--- config.mk ---
export PLATFORM = sky130hd
export DESIGN_NAME = irq_pending_gen
export DESIGN_NICKNAME = d
export VERILOG_FILES = /design/src/rtl/irq_pending_gen.sv
export SDC_FILE = /design/constraint.sdc
export NUM_CORES = 1
export LEC_CHECK = 0
export ABC_AREA = 1
export CORE_MARGIN = 10
export CORE_UTILIZATION = 60
export CTS_BUF_LIST = sky130_fd_sc_hd__clkbuf_16
export DETAILED_ROUTE_END_ITERATION = 10
export PLACE_DENSITY = 0.89
export SLEW_MARGIN = 20
export SYNTH_ARGS = -nofsm -noshare
export SYNTH_HDL_FRONTEND = slang
export SYNTH_SLANG_ARGS = --single-unit
export TNS_END_PERCENT = 30
--- constraint.sdc ---
create_clock -name clk -period 3.1 [get_ports clk]
set_input_delay 0.62 -clock clk [delete_from_list [all_inputs] [get_ports clk]]
set_output_delay 0.62 -clock clk [all_outputs]
set_load 0.02 [all_outputs]
--- src/rtl/irq_pending_gen.sv ---
// Machine interrupt source block: prescaled mtime/mtimecmp timer, msip, and
// synchronised external/local interrupt lines merged into the mip word.
module irq_pending_gen #(
  parameter int PRESCALE  = 1,
  parameter int NUM_LOCAL = 4,
  localparam int LW       = (NUM_LOCAL > 0) ? NUM_LOCAL : 1
) (
  input  logic          clk,
  input  logic          reset,
  input  logic          wr_en,
  input  logic          rd_en,
  input  logic [4:0]    addr,
  input  logic [31:0]   wdata,
  output logic [31:0]   rdata,
  output logic          rvalid,
  input  logic          meip_in,
  input  logic [LW-1:0] local_irq,
  output logic [31:0]   mip
);

  localparam logic [15:0]   PMAX  = 16'(PRESCALE - 1);
  localparam logic [LW-1:0] LMASK = (NUM_LOCAL > 0) ? {LW{1'b1}} : {LW{1'b0}};

  logic [15:0]   pcount;
  logic          tick;
  logic [63:0]   mtime;
  logic [63:0]   mtimecmp;
  logic          msip;
  logic          msip_nxt;
  logic [LW-1:0] local_mode;
  logic [LW-1:0] edge_pend;
  logic [LW-1:0] edge_nxt;
  logic [LW-1:0] loc_s1, loc_s2, loc_s3;
  logic          meip_s1, meip_s2;
  logic [2:0]    widx;
  logic [31:0]   rd_word;
  logic [31:0]   mip_nxt;
  logic          unused_addr;

  assign widx        = addr[4:2];
  assign unused_addr = ^addr[1:0];
  assign tick        = (pcount == PMAX);

  always_comb begin
    msip_nxt = msip;
    if (wr_en && widx == 3'd0)
      msip_nxt = wdata[0];
  end

  // W1C clear first, then OR in new rising edges so a simultaneous set wins
  always_comb begin
    edge_nxt = edge_pend;
    if (wr_en && widx == 3'd6)
      edge_nxt = edge_pend & ~wdata[LW-1:0];
    edge_nxt = edge_nxt | (loc_s2 & ~loc_s3 & LMASK);
  end

  // Next-state values feed mip so msip and edge-clear show up one cycle after the write
  always_comb begin
    mip_nxt     = '0;
    mip_nxt[3]  = msip_nxt;
    mip_nxt[7]  = (mtime >= mtimecmp);
    mip_nxt[11] = meip_s2;
    for (int i = 0; i < NUM_LOCAL; i++)
      mip_nxt[16+i] = local_mode[i] ? edge_nxt[i] : loc_s2[i];
  end

  always_comb begin
    rd_word = '0;
    case (widx)
      3'd0:    rd_word = {31'b0, msip};
      3'd1:    rd_word = mtimecmp[31:0];
      3'd2:    rd_word = mtimecmp[63:32];
      3'd3:    rd_word = mtime[31:0];
      3'd4:    rd_word = mtime[63:32];
      3'd5:    rd_word = 32'(local_mode);
      3'd6:    rd_word = 32'(edge_pend);
      default: rd_word = '0;
    endcase
  end

  always_ff @(posedge clk) begin
    if (reset) begin
      pcount     <= '0;
      mtime      <= '0;
      mtimecmp   <= '1;
      msip       <= 1'b0;
      local_mode <= '0;
      edge_pend  <= '0;
      loc_s1     <= '0;
      loc_s2     <= '0;
      loc_s3     <= '0;
      meip_s1    <= 1'b0;
      meip_s2    <= 1'b0;
      mip        <= '0;
      rdata      <= '0;
      rvalid     <= 1'b0;
    end else begin
      pcount <= tick ? '0 : pcount + 16'd1;
      // A write to either half of mtime takes priority over the tick increment
      if (wr_en && widx == 3'd3)
        mtime[31:0] <= wdata;
      else if (wr_en && widx == 3'd4)
        mtime[63:32] <= wdata;
      else if (tick)
        mtime <= mtime + 64'd1;
      if (wr_en && widx == 3'd1)
        mtimecmp[31:0] <= wdata;
      if (wr_en && widx == 3'd2)
        mtimecmp[63:32] <= wdata;
      if (wr_en && widx == 3'd5)
        local_mode <= wdata[LW-1:0] & LMASK;
      msip      <= msip_nxt;
      edge_pend <= edge_nxt;
      loc_s1    <= local_irq & LMASK;
      loc_s2    <= loc_s1;
      loc_s3    <= loc_s2;
      meip_s1   <= meip_in;
      meip_s2   <= meip_s1;
      mip       <= mip_nxt;
      rvalid    <= rd_en;
      if (rd_en)
        rdata <= rd_word;
    end
  end

endmodule

==> metrics.txt, run 1 <==
Routability Congestion 1.034; IO Pins 111; Req. time, crit path 3.54 ns; VDD IR max 0.4641 mV; DRC violations left 0; fin crit period 2.789 ns; RSZ-0062 raised after global routing false; Slew headroom 49.70%; Wirelength per Cell 20.73 um; post-synthesis compound-gate area fraction 18.83%; Max Clk Rate 0.3585 GHz; Antenna Nets Post-Route 0; area of the multi-input gates 7228 um2; overall routing resource usage 35.03%; CTS sink count 206; most used cell, CP nand2_1; initial antenna violation count 0; Synth Area in XOR/XNOR 0.2757%; Pre-antenna DRT Iters 6; Hold Slack 0.2764 ns; Synth Register Bits 206; Worst setup EP type register; max-slew violations 0; EDFF count, synth 0; clk slew on worst S/H paths 0.07 ns; Post-Syn Instances 1994; CTS H-Tree Depth 1; FFs w/ async S/R, synth 0%; TritonCTS clock tree built; 1st-iter DRT viols 1923; clock root cell clkbuf_16; YS warnings 0; # rows 53; Area Overhead vs Synth 13.55%; die height 165.5 um; Die Area 27400 um2; reg2reg path depth 12; endpoints failing setup 0; slowest CP cell nor2_1; diode count 0; most common cell after layout, fill and taps aside nand2_1; Power Density 426.5 nW/um2; TritonCTS Buffers 22; Die X 165.5 um; CP endpoint mtime[42]; worst min-delay path category in -> reg; post-DP HPWL 36490 um; mux cell area share after synthesis 0%; Max Root-Sink Buffers 3; Final Cycle Share 89.97%; worst slew pin tran 0.7476 ns; vias in the first global route 13720; commonest cells after routing, fill and taps aside nand2_1, nor2_1, inv_1, dfxtp_1, a21oi_1; flop2flop setup slack 0.31 ns; Initial Util 60.63%; GRT overflow 0; detailed-route vias per instance 5.992; overall power 0.006153 W; Worst setup SP type register; largest family of logic cells by synthesized area simple AND/OR/NAND/NOR gates; Avg Cell Area, Syn 6.372 um2; R2R Path End mtime[42]; Fillers 1761; max incr delay on CP 0.50 ns; Worst EP arrival 3.23 ns; Setup Buffers After CTS 0; first-pass GRT wire length 75310 um; CP cell instances ha_1 > nand2_1 > nor2_1 > nand2_2 > nor2_1 > nand2_1 > inv_1 > nand2_1 > nand2_1 > nand2_1 > o21ai_0 > nor2_1; adder-cell area share of the yosys netlist 6.598%; origin of the worst setup path mtime[1]; layout cell share with drive strength beyond 1 4.882%; R2R Path Start mtime[1]; synth unique cells 41; critical setup path kind reg -> reg; Synth Cell Area 12710 um2; Pleak 6.300 nW; largest net degree at the start of global routing 52; total number of vias 14050; hold buffers post-CTS 0; Synth Area in Simple Gates 30.37%; setup_tns 0 ns; final hold vios 0; CP max FO 6; Post-CTS Resized 0; outcome finished, final reports clean; Most used DFF post-synth dfxtp_1; post-synthesis sequential area ratio 32.46%; number of buffers added on ports 83; final setup margin 0.3110 ns; drt total wl 48590 um; CORE AREA 20960 um2; Reg area 4124 um2; NumNets Final 2169; skew final 0.02674 ns; Max-Cap Viols 0; worst skew pair latency 0.54 ns; pre-CTS setup slack 0.3201 ns
-- state kept, by name (all words and copies together), names as in the netlist --
register	cells
mtimecmp	64
loc_s2	4
mtime	64
loc_s1	4
rvalid	1
local_mode	4
edge_pend	4
meip_s1	1
rdata	32
meip_s2	1
pcount	16
loc_s3	4
mip	7
-- area by class of cell --
cell class                 count  area share (%)
clock buffer                  22           3.816
clock inverter                15           1.041
inverter                     243           6.339
multi-input combinational   1465           50.10
sequential                   206           28.58
tap                          275           2.385
timing repair buffer         118           7.736
-- power by group --
group	leakage, nW	switching (W)	internal [W]
registers	1.68	0.0000902	0.00274
clock network	0.353	0.00115	0.00147
logic	4.27	0.000456	0.000246
-- cell usage after synthesis (2+ instances only) --
library cell	number	area (um2)
nand2_1	568	2132
nor2_1	241	904.6
inv_1	233	874.6
dfxtp_1	206	4124
a21oi_1	159	795.8
o21ai_0	122	610.6
o211ai_1	75	563.0
nand3_1	73	365.4
ha_1	67	838.3
o22ai_1	46	287.8
clkbuf_1	42	157.7
buf_4	27	202.7
buf_2	26	130.1
nor3_1	20	100.1
nand4_1	13	81.33
nor2_2	9	56.30
inv_2	8	30.03
buf_1	7	26.28
o21ai_1	5	25.02
nand2_2	4	25.02
nor2_4	4	45.04
nor4_1	4	25.02
o31ai_1	4	30.03
a22o_1	3	26.28
o21a_1	3	22.52
or2_2	3	18.77
xor2_1	3	26.28
buf_6	2	22.52
nand3b_1	2	15.01
nor2_8	2	40.04
nor3b_1	2	15.01
o21bai_1	2	15.01
-- how the worst min path moves through the flow --
stage                   start         to  slack (ns)  depth (start not counted)
floorplan           loc_s1[0]  loc_s2[0]        0.39                          2
detailed placement  loc_s1[0]  loc_s2[0]        0.39                          2
finish                  reset    meip_s2        0.28                          2
global placement      meip_s1    meip_s2        0.39                          2
global route            reset    meip_s2        0.27                          2
CTS                     reset    meip_s2        0.27                          2
-- routing by layer --
layer,vias up,track usage (%),routed length (um)
met5,-,0,0
met1,6381,43.45,18350
met2,906,57.10,22130
li1,6549,-,-
met3,210,7.040,5375
met4,0,16.76,2736
-- cell families (layout without fill, tap and decap cells) --
group           count (synthesis)  after routing
compound gates                421            421
xor+xnor                        4              4
fa+ha+maj                      67             67
buf+inv                       347            398
flops                         206            206
other cells                     1             25
simple gates                  948            948
-- worst max-delay path, delay by kind of cell, from the launching register on --
| family | cells | cell delay (ns) |
|---|---|---|
| AND/OR/NAND/NOR | 9 | 1.65 |
| buffers and inverters | 1 | 0.13 |
| flip-flops | 1 | 0.47 |
| AO/OA/AOI/OAI | 1 | 0.14 |
| adder cells (fa/ha/maj) | 1 | 0.30 |
-- stage by stage --
step,area (um2),instances,util (%)
2_1_floorplan,12800,2018,-
6_report,14430,2344,68.85
4_1_cts,14430,2344,68.85
5_1_grt,14430,2344,68.85
3_3_place_gp,13730,2307,65.51
3_5_place_dp,13730,2307,65.51
No activity file was read; power rests on OpenSTA's default activity.
==> inputs of run 2 (changes only) <==
Settings changed: CTS_CLUSTER_SIZE set to 12.
==> metrics.txt, run 2 (synthesis gave the netlist of run 1 again) <==
outcome finished, final reports clean (unchanged); Hold Slack 0.2787 ns (was 0.2764 ns); Max-Cap Viols 0 (unchanged); placed inst area 13730 um2 (unchanged); CP max FO 6 (unchanged); Pre-antenna DRT Iters 6 (unchanged); Die Area 27400 um2 (unchanged); vias in the first global route 13720 (about the same); DRC violations left 0 (unchanged); hold buffers post-CTS 0 (unchanged); worst min-delay path category in -> reg (unchanged); worst slew pin tran 0.7912 ns (was 0.7476 ns); critical setup path kind reg -> reg (unchanged); detailed-route vias per instance 6.029 (was 5.992); CORE AREA 20960 um2 (unchanged); Worst setup EP type register (unchanged); VDD IR max 0.4549 mV (was 0.4641 mV); IO Pins 111 (unchanged); Die X 165.5 um (unchanged); Setup Buffers After CTS 0 (unchanged); most common cell after layout, fill and taps aside nand2_1 (unchanged); drt total wl 49070 um (was 48590 um); setup_tns 0 ns (unchanged); area of the multi-input gates 7228 um2 (unchanged); CTS H-Tree Depth 1 (unchanged); largest net degree at the start of global routing 52 (unchanged); Slew headroom 46.77% (was 49.70%); clk slew on worst S/H paths 0.06 ns (was 0.07 ns); commonest cells after routing, fill and taps aside nand2_1, nor2_1, inv_1, dfxtp_1, a21oi_1 (unchanged); Final Cycle Share 89.82% (was 89.97%); CTS sink count 206 (unchanged); endpoints failing setup 0 (unchanged); Area Overhead vs Synth 13.84% (was 13.55%); Max Root-Sink Buffers 3 (unchanged); RSZ-0062 raised after global routing false (unchanged); Routability Congestion 1.034 (unchanged); biggest regs mtime: 64 flops, mtimecmp: 64 flops, rdata: 32 flops (unchanged); die height 165.5 um (unchanged); # rows 53 (unchanged); initial antenna violation count 0 (unchanged); Max Clk Rate 0.3591 GHz (was 0.3585 GHz); first-pass GRT wire length 75820 um (was 75310 um); Worst EP arrival 3.21 ns (was 3.23 ns); TritonCTS Buffers 23 (was 22); Wirelength per Cell 20.92 um (was 20.73 um); Initial Util 60.63% (unchanged); overall power 0.006277 W (was 0.006153 W); skew final 0.01070 ns (was 0.02674 ns); number of buffers added on ports 83 (unchanged); fin util 69.02% (was 68.85%); final hold vios 0 (unchanged); worst skew pair latency 0.53 ns (was 0.54 ns); Pleak 6.333 nW (was 6.300 nW); Antenna Nets Post-Route 0 (unchanged); Fillers 1754 (was 1761); max-slew violations 0 (unchanged); clock root cell clkbuf_16 (unchanged); TritonCTS clock tree built (unchanged); GRT overflow 0 (unchanged); finished layout cell area 14460 um2 (was 14430 um2); Post-CTS Resized 0 (unchanged); 1st-iter DRT viols 1780 (was 1923); diode count 0 (unchanged); total number of vias 14150 (was 14050); fin crit period 2.784 ns (was 2.789 ns); Power Density 434.0 nW/um2 (was 426.5 nW/um2); Reg area 4124 um2 (unchanged); overall routing resource usage 35.27% (was 35.03%); layout cell share with drive strength beyond 1 4.829% (was 4.882%); post-DP HPWL 36490 um (unchanged); Req. time, crit path 3.53 ns (was 3.54 ns); Worst setup SP type register (unchanged); NumNets Final 2170 (was 2169)
run 2: worst paths after layout:
check / cells after the start / slack (ns) / endpoint / startpoint
max: 12 / 0.32 / mtime[42] / mtime[1]
min: 2 / 0.28 / meip_s2 / reset
max reg2reg: 12 / 0.32 / mtime[42] / mtime[1]
min reg2reg: 2 / 0.40 / loc_s2[0] / loc_s1[0]
run 2: area by class of cell:
| cell class | instances | share of cell area [%] |
|---|---|---|
| clock buffer | 23 | 3.979 |
| tap | 275 | 2.379 |
| multi-input combinational | 1465 | 49.97 |
| clock inverter | 16 | 1.116 |
| inverter | 243 | 6.324 |
| sequential | 206 | 28.51 |
| timing repair buffer | 118 | 7.716 |
run 2: report_power, final:
group,total [W],switching (W),internal [W]
registers,0.00283,0.0000897,0.00274
logic,0.000703,0.000457,0.000246
clock network,0.00274,0.00114,0.00160
total,0.00628,0.00169,0.00459
run 2: layer usage:
layer,wire length [um],track usage [%],vias to the layer above
met5,0,0,-
met4,2625,16.44,0
met3,5024,6.891,195
met2,22570,57.88,925
met1,18860,43.72,6475
li1,-,-,6550
run 2: worst max-delay path: stages, from the launching register on:
cell and delay [ns]:
dfxtp_1 0.46, ha_1 0.29, nand2_1 0.09, nor2_1 0.17, nand2_2 0.16, nor2_1 0.52, nand2_1 0.25, inv_1 0.13
nand2_1 0.19, nand2_1 0.15, nand2_1 0.06, o21ai_0 0.14, nor2_1 0.05
run 2: through the flow:
step / worst slack [ns] / cells
3_3_place_gp: 0.3779 / 2307
6_report: 0.3156 / 2346
2_1_floorplan: 1.221 / 2018
4_1_cts: 0.4429 / 2346
3_5_place_dp: 0.3201 / 2307
5_1_grt: 0.1445 / 2346
